### src/rtl/uart_tx_fifo_if.sv
// Slave-port bundle between the interconnect and uart_tx_fifo.
interface uart_tx_fifo_if;
  logic        req;
  logic        we;
  logic [1:0]  addr;
  logic [31:0] wdata;
  logic [3:0]  be;
  logic        gnt;
  logic        rvalid;
  logic [31:0] rdata;

  modport master (output req, we, addr, wdata, be, input gnt, rvalid, rdata);
  modport slave  (input req, we, addr, wdata, be, output gnt, rvalid, rdata);
endinterface

### src/rtl/uart_tx_fifo.sv
// UART transmitter with TX FIFO, run-time baud divisor, parity/stop options
// and a pollable status register, behind a single-cycle bus slave port.
module uart_tx_fifo #(
  parameter int CLK_MHZ    = 12,
  parameter int BAUD       = 115200,
  parameter int FIFO_DEPTH = 8,
  parameter int DATA_BITS  = 8,
  parameter int DIV_BITS   = 16
) (
  input  logic           clk,
  input  logic           rst,
  uart_tx_fifo_if.slave  bus,
  output logic           tx,
  output logic           ready
);
  localparam int PTR_W = $clog2(FIFO_DEPTH);
  localparam int CNT_W = $clog2(DATA_BITS);
  localparam logic [DIV_BITS-1:0] DEFAULT_DIV = DIV_BITS'(CLK_MHZ * 1000000 / BAUD);

  localparam logic [2:0] S_IDLE   = 3'd0;
  localparam logic [2:0] S_START  = 3'd1;
  localparam logic [2:0] S_DATA   = 3'd2;
  localparam logic [2:0] S_PARITY = 3'd3;
  localparam logic [2:0] S_STOP   = 3'd4;

  // FIFO
  logic [DATA_BITS-1:0] mem_q [FIFO_DEPTH];
  logic [PTR_W:0]       wr_ptr_q, wr_ptr_d, rd_ptr_q, rd_ptr_d;
  logic [PTR_W:0]       level;
  logic                 full, empty, push, pop;

  // Control register and read response
  logic [DIV_BITS-1:0]  div_q, div_d;
  logic                 stop2_q, stop2_d, par_en_q, par_en_d, par_odd_q, par_odd_d;
  logic                 rvalid_q, rvalid_d;
  logic [31:0]          rdata_q, rdata_d;
  logic [31:0]          ctrl_rd, ctrl_mask, ctrl_new;
  logic                 unused_ctrl;

  // Transmitter; f_* hold the configuration latched for the current frame
  logic [2:0]           state_q, state_d;
  logic [DATA_BITS-1:0] shift_q, shift_d;
  logic [CNT_W-1:0]     bit_cnt_q, bit_cnt_d;
  logic [DIV_BITS-1:0]  baud_q, baud_d, f_div_q, f_div_d, reload_cnt;
  logic                 f_stop2_q, f_stop2_d, f_par_en_q, f_par_en_d, f_par_odd_q, f_par_odd_d;
  logic                 parity_q, parity_d, tx_q, tx_d;
  logic                 bit_done, frame_end, busy;

  assign full  = (wr_ptr_q ^ rd_ptr_q) == {1'b1, {PTR_W{1'b0}}};
  assign empty = (wr_ptr_q == rd_ptr_q);
  assign level = wr_ptr_q - rd_ptr_q;
  assign busy  = (state_q != S_IDLE);

  // A full FIFO holds off a TXDATA write rather than dropping it.
  assign bus.gnt    = bus.req & ~(bus.we & (bus.addr == 2'd0) & full);
  assign push       = bus.req & bus.we & (bus.addr == 2'd0) & bus.be[0] & ~full;
  assign bus.rvalid = rvalid_q;
  assign bus.rdata  = rdata_q;
  assign tx         = tx_q;
  assign ready      = ~full;

  assign ctrl_rd     = 32'(div_q) | {13'b0, par_odd_q, par_en_q, stop2_q, 16'b0};
  assign ctrl_mask   = {{8{bus.be[3]}}, {8{bus.be[2]}}, {8{bus.be[1]}}, {8{bus.be[0]}}};
  assign ctrl_new    = (ctrl_rd & ~ctrl_mask) | (bus.wdata & ctrl_mask);
  assign unused_ctrl = ^ctrl_new;

  // div = 0 behaves as one cycle per bit.
  assign reload_cnt = (f_div_q == '0) ? '0 : f_div_q - 1'b1;

  // Pointer advance, CTRL update and registered read response.
  always_comb begin
    // NOTE: every output of a combinational block gets a default first so no path can infer a latch.
    wr_ptr_d  = wr_ptr_q + (PTR_W + 1)'(push);
    rd_ptr_d  = rd_ptr_q + (PTR_W + 1)'(pop);
    div_d     = div_q;
    stop2_d   = stop2_q;
    par_en_d  = par_en_q;
    par_odd_d = par_odd_q;
    rvalid_d  = 1'b0;
    rdata_d   = '0;
    if (bus.req && bus.we && bus.addr == 2'd2) begin
      div_d     = ctrl_new[DIV_BITS-1:0];
      stop2_d   = ctrl_new[16];
      par_en_d  = ctrl_new[17];
      par_odd_d = ctrl_new[18];
    end
    if (bus.req && !bus.we) begin
      rvalid_d = 1'b1;
      case (bus.addr)
        2'd1:    rdata_d = {24'(level), 4'b0, full, empty, busy, ~full};
        2'd2:    rdata_d = ctrl_rd;
        default: rdata_d = '0;
      endcase
    end
  end

  // Frame sequencing; a new frame loads from IDLE or straight out of the last stop cycle.
  always_comb begin
    state_d     = state_q;
    shift_d     = shift_q;
    bit_cnt_d   = bit_cnt_q;
    baud_d      = baud_q;
    f_div_d     = f_div_q;
    f_stop2_d   = f_stop2_q;
    f_par_en_d  = f_par_en_q;
    f_par_odd_d = f_par_odd_q;
    parity_d    = parity_q;
    pop         = 1'b0;
    frame_end   = 1'b0;
    bit_done    = (baud_q == '0);
    if (state_q != S_IDLE && !bit_done) baud_d = baud_q - 1'b1;
    case (state_q)
      S_IDLE: ;
      S_START: if (bit_done) begin
        state_d   = S_DATA;
        baud_d    = reload_cnt;
        bit_cnt_d = '0;
      end
      S_DATA: if (bit_done) begin
        baud_d = reload_cnt;
        if (bit_cnt_q == CNT_W'(DATA_BITS - 1)) begin
          state_d   = f_par_en_q ? S_PARITY : S_STOP;
          bit_cnt_d = '0;
        end else begin
          shift_d   = shift_q >> 1;
          bit_cnt_d = bit_cnt_q + 1'b1;
        end
      end
      S_PARITY: if (bit_done) begin
        state_d = S_STOP;
        baud_d  = reload_cnt;
      end
      S_STOP: if (bit_done) begin
        if (f_stop2_q && bit_cnt_q == '0) begin
          bit_cnt_d = CNT_W'(1);
          baud_d    = reload_cnt;
        end else begin
          state_d   = S_IDLE;
          frame_end = 1'b1;
        end
      end
      default: state_d = S_IDLE;
    endcase
    if ((state_q == S_IDLE || frame_end) && !empty) begin
      pop         = 1'b1;
      state_d     = S_START;
      shift_d     = mem_q[rd_ptr_q[PTR_W-1:0]];
      parity_d    = (^mem_q[rd_ptr_q[PTR_W-1:0]]) ^ par_odd_q;
      f_div_d     = div_q;
      f_stop2_d   = stop2_q;
      f_par_en_d  = par_en_q;
      f_par_odd_d = par_odd_q;
      baud_d      = (div_q == '0) ? '0 : div_q - 1'b1;
    end
  end

  // Serial line level for the state being entered, so tx is a clean register output.
  always_comb begin
    case (state_d)
      S_START:  tx_d = 1'b0;
      S_DATA:   tx_d = shift_d[0];
      S_PARITY: tx_d = parity_d;
      default:  tx_d = 1'b1;
    endcase
  end

  // FIFO storage.
  always_ff @(posedge clk) begin
    // NOTE: storage is not reset; the pointers alone decide which entries are valid.
    if (push) mem_q[wr_ptr_q[PTR_W-1:0]] <= bus.wdata[DATA_BITS-1:0];
  end

  // State registers; reset drives tx high at once and empties the FIFO.
  always_ff @(posedge clk or posedge rst) begin
    // NOTE: non-blocking assignments so every flop samples pre-edge values regardless of order.
    if (rst) begin
      wr_ptr_q    <= '0;
      rd_ptr_q    <= '0;
      div_q       <= DEFAULT_DIV;
      stop2_q     <= 1'b0;
      par_en_q    <= 1'b0;
      par_odd_q   <= 1'b0;
      rvalid_q    <= 1'b0;
      rdata_q     <= '0;
      state_q     <= S_IDLE;
      shift_q     <= '0;
      bit_cnt_q   <= '0;
      baud_q      <= '0;
      f_div_q     <= DEFAULT_DIV;
      f_stop2_q   <= 1'b0;
      f_par_en_q  <= 1'b0;
      f_par_odd_q <= 1'b0;
      parity_q    <= 1'b0;
      tx_q        <= 1'b1;
    end else begin
      wr_ptr_q    <= wr_ptr_d;
      rd_ptr_q    <= rd_ptr_d;
      div_q       <= div_d;
      stop2_q     <= stop2_d;
      par_en_q    <= par_en_d;
      par_odd_q   <= par_odd_d;
      rvalid_q    <= rvalid_d;
      rdata_q     <= rdata_d;
      state_q     <= state_d;
      shift_q     <= shift_d;
      bit_cnt_q   <= bit_cnt_d;
      baud_q      <= baud_d;
      f_div_q     <= f_div_d;
      f_stop2_q   <= f_stop2_d;
      f_par_en_q  <= f_par_en_d;
      f_par_odd_q <= f_par_odd_d;
      parity_q    <= parity_d;
      tx_q        <= tx_d;
    end
  end
endmodule

### src/flat_wrapper.sv
// flat-port wrapper written by rule: the top's interface ports become plain ports
module uart_tx_fifo_flat 
#(
  parameter int CLK_MHZ    = 12,
  parameter int BAUD       = 115200,
  parameter int FIFO_DEPTH = 8,
  parameter int DATA_BITS  = 8,
  parameter int DIV_BITS   = 16
)
  (clk, rst, tx, ready, bus_req, bus_we, bus_addr, bus_wdata, bus_be, bus_gnt, bus_rvalid, bus_rdata);
  uart_tx_fifo_if bus_i ();
  input  logic clk;
  input  logic rst;
  output logic tx;
  output logic ready;
  input wire logic [$bits(bus_i.req)-1:0] bus_req;
  input wire logic [$bits(bus_i.we)-1:0] bus_we;
  input wire logic [$bits(bus_i.addr)-1:0] bus_addr;
  input wire logic [$bits(bus_i.wdata)-1:0] bus_wdata;
  input wire logic [$bits(bus_i.be)-1:0] bus_be;
  output wire logic [$bits(bus_i.gnt)-1:0] bus_gnt;
  output wire logic [$bits(bus_i.rvalid)-1:0] bus_rvalid;
  output wire logic [$bits(bus_i.rdata)-1:0] bus_rdata;
  assign bus_i.req = bus_req;
  assign bus_i.we = bus_we;
  assign bus_i.addr = bus_addr;
  assign bus_i.wdata = bus_wdata;
  assign bus_i.be = bus_be;
  assign bus_gnt = bus_i.gnt;
  assign bus_rvalid = bus_i.rvalid;
  assign bus_rdata = bus_i.rdata;
  uart_tx_fifo #(.CLK_MHZ(CLK_MHZ), .BAUD(BAUD), .FIFO_DEPTH(FIFO_DEPTH), .DATA_BITS(DATA_BITS), .DIV_BITS(DIV_BITS)) u_core (.clk(clk), .rst(rst), .bus(bus_i), .tx(tx), .ready(ready));
endmodule
### config.mk
export PLATFORM = sky130hd
export DESIGN_NAME = uart_tx_fifo_flat
export DESIGN_NICKNAME = d
export VERILOG_FILES = /design/src/rtl/uart_tx_fifo_if.sv /design/src/rtl/uart_tx_fifo.sv /design/src/flat_wrapper.sv
export SDC_FILE = /design/constraint.sdc
export NUM_CORES = 1
export LEC_CHECK = 0
export ABC_CLOCK_PERIOD_IN_PS = 5200
export CAP_MARGIN = 20
export CORE_ASPECT_RATIO = 1.5
export CORE_MARGIN = 4
export CORE_UTILIZATION = 64
export CTS_BUF_LIST = sky130_fd_sc_hd__clkbuf_4 sky130_fd_sc_hd__clkbuf_8
export DETAILED_ROUTE_END_ITERATION = 12
export PLACE_DENSITY = 0.88
export SETUP_SLACK_MARGIN = 0.4
export SYNTH_ARGS = -nofsm -noshare
export SYNTH_HDL_FRONTEND = slang
export SYNTH_SLANG_ARGS = --single-unit
### constraint.sdc
create_clock -name clk -period 5.2 [get_ports clk]
set_clock_uncertainty 0.2 [all_clocks]
set_input_delay 1.04 -clock clk [delete_from_list [all_inputs] [get_ports clk]]
set_output_delay 1.04 -clock clk [all_outputs]
set_load 0.03 [all_outputs]
==> impl_metrics.json <==
{
  "leakage_nw": 3.675,
  "root_buffer": "clkbuf_8",
  "hold_class": "reg -> reg",
  "cp_common_cell": "inv_1",
  "cts_max_level": 4,
  "crit_chain": "inv_1 -> ha_1 -> nand3_1 -> nand2b_1 -> inv_1 -> a31oi_1 -> clkdlybuf4s50_1",
  "wl_mm": 17.45,
  "syn_avg_cell_area_um2": 12.17,
  "synthCells": 633,
  "yosysSeqAreaShare_pct": 56.55,
  "status": "finished, final reports clean",
  "clock_latency_ns": 0.46,
  "wl_per_cell_um": 20.67,
  "antenna_found_initial": 0,
  "cts_sinks": 161,
  "diodes": 0,
  "powerDensity_nw_per_um2": 515.5,
  "worstPathArrival_ns": 3.31,
  "vdd_drop_max_v": 0.0003259,
  "period_minus_slack_ns": 4.552,
  "finalCritPeriodShare_pct": 87.54,
  "drive_gt1_share_pct": 14.99,
  "fin_nets": 742,
  "yosys_warnings": 0,
  "wl_met2_mm": 9.877,
  "holdBufCountCts": 0,
  "clock_path_buffers": 2,
  "core_um2": 11650,
  "endpoint_kind": "output pin",
  "drtAntennaViolNets": 0,
  "port_buffers": 50,
  "worstPathRequired_ns": 3.96,
  "drt_pass1_iterations": 6,
  "start_util_pct": 66.14,
  "synth_seq_cells": 161,
  "finalSetupViolCount": 0,
  "fmax_mhz": 219.7,
  "tns_ns": 0,
  "post_cts_buffers": 0,
  "start_kind": "flop",
  "syn_to_final_growth_pct": 13.22,
  "syn_area_um2": 7706,
  "routabilityCongestion": 0.9347,
  "drt_iter0_markers": 402,
  "slowest_delay_ns": 0.73,
  "critPathKind": "reg -> out",
  "placementRows": 48,
  "routed.top_layer": "met4",
  "relSlewSlack_pct": 36.38,
  "cts_tree": "done",
  "critPathMaxFanout": 13,
  "vias_per_cell": 6.095,
  "drc": 0,
  "met1_length_mm": 6.272,
  "rsz0062_at_grt": "no",
  "hold_viol_final": 0,
  "ys_types": 60,
  "grt_first_pass_wirelength_mm": 27.90,
  "grt_max_degree": 82,
  "post_cts_resized": 0,
  "dieWidth_um": 97.60,
  "final_core_util_pct": 74.88,
  "drv_cap": 0,
  "async_reset_ff_share_pct": 60.25,
  "grt_overflow": 0,
  "gr-usage-all-layers_pct": 26.25,
  "grt_pass1_vias": 5379,
  "hpwl_mm": 12.27,
  "tightest_slew_ns": 0.9507,
  "clk_pin_slew_ns": 0.09,
  "dr_wl_met3_um": 555,
  "vias": 5144,
  "cp_slowest_cell": "dfrtp_1",
  "die_h_um": 142.4,
  "dieArea_um2": 13900,
  "maxSlewViolCount": 0,
  "io_pins": 78,
  "cts_made_buffers": 17,
  "yosys_most_used_dff": "dfrtp_1",
  "synth-edff-count": 64
}
per-stage QoR:
stage	worst slack (ns)	instance area (um2)	total power, W	instances	hold slack (ns)
2_1_floorplan	1.438	7751	0.003043	645	0.2380
4_1_cts	0.6814	8685	0.004487	841	0.2922
3_5_place_dp	1.232	8230	0.003424	809	0.2777
5_1_grt	0.4922	8725	0.004741	844	0.3162
6_report	0.6481	8725	0.004498	844	0.2945
3_3_place_gp	1.301	8230	0.003334	809	0.2699
worst paths after layout:
kind | startpoint | end | slack (ns) | depth (start not counted)
max | u_core.rd_ptr_q[2] | bus_gnt | 0.65 | 7
min | u_core.f_div_q[3] | u_core.f_div_q[3] | 0.29 | 2
max reg2reg | u_core.rd_ptr_q[2] | u_core.mem_q[0][6] | 1.67 | 8
min reg2reg | u_core.f_div_q[3] | u_core.f_div_q[3] | 0.29 | 2
max in group asynchronous | rst | u_core.tx | 3.22 | 4
min in group asynchronous | rst | u_core.baud_q[14] | 0.64 | 2
critical path, delay by kind of cell (launching register included):
kind                       cells  cell delay (ns)
and+or+nand+nor                2             0.35
DFF                            1             0.73
adders and majority gates      1             0.43
AOI/OAI and AO/OA              1             0.19
buffers and inverters          3             1.15
synthesized netlist by cell type, types with 7 or more instances:
cell       n  area share (%)
nand2_1   73             3.6
a22oi_1    8            0.78
o21ai_0   10            0.65
dfrtp_1   90              29
or3_1     11            0.89
nor2_1    40             1.9
mux4_2    16             4.7
edfxtp_1  64              25
nand3_1   13            0.84
dfstp_2    7             2.4
xor2_1    30             3.4
ha_1      18             2.9
nor3_1    22             1.4
inv_1     23             1.1
xnor2_1   21             2.4
a21oi_1   19             1.2
o22ai_2   10             1.6
nor4_1     7            0.57
mux2_2    20             2.9
buf_4     16             1.6
mux2i_1   12             1.6
clkbuf_1  16            0.78
and3_1    16             1.3
layout by cell type, fill, tap and decap left out, types with 18 or more instances in the layout:
master | synthesis | final
a21oi_1 | 19 | 19
clkdlybuf4s50_1 | 0 | 50
dfrtp_1 | 90 | 90
edfxtp_1 | 64 | 64
ha_1 | 18 | 18
inv_1 | 23 | 22
mux2_2 | 20 | 20
nand2_1 | 73 | 73
nor2_1 | 40 | 40
nor3_1 | 22 | 22
xnor2_1 | 21 | 21
xor2_1 | 30 | 30
final cells by class:
| type | count | area [um2] |
|---|---|---|
| multi-input cells | 420 | 3053 |
| clock buffers | 17 | 234.0 |
| clock inverters | 15 | 220.2 |
| repair buffers | 56 | 563.0 |
| flip-flops and latches | 161 | 4358 |
| well taps | 150 | 187.7 |
| fillers | 752 | 2927 |
| inverters | 25 | 108.9 |
report_power, final:
part           internal (W)  switching (W)  total (W)
Sequential          0.00157       0.000286    0.00186
Clock              0.000540       0.000501    0.00104
Combinational      0.000736       0.000863    0.00160
Total               0.00285        0.00165    0.00450
per-layer routing:
layer | GRT usage [%] | vias to the layer above
li1 | - | 2344
met2 | 49.48 | 153
met5 | 0 | -
met3 | 4.610 | 56
met4 | 12.62 | 0
met1 | 28.29 | 2591
kinds of logic (layout without fill, tap and decap cells):
kind of cell	Yosys count	count (layout)	share of synthesized area [%]
DFF	161	161	56.55
AOI/OAI and AO/OA	74	74	7.128
adders and majority gates	19	19	3.182
other	1	13	0.04866
and+or+nand+nor	215	215	13.72
muxes	48	48	9.158
xor gates and xnor gates	51	51	5.796
buffers and inverters	64	113	4.416
(Power assumes the default switching activity.)
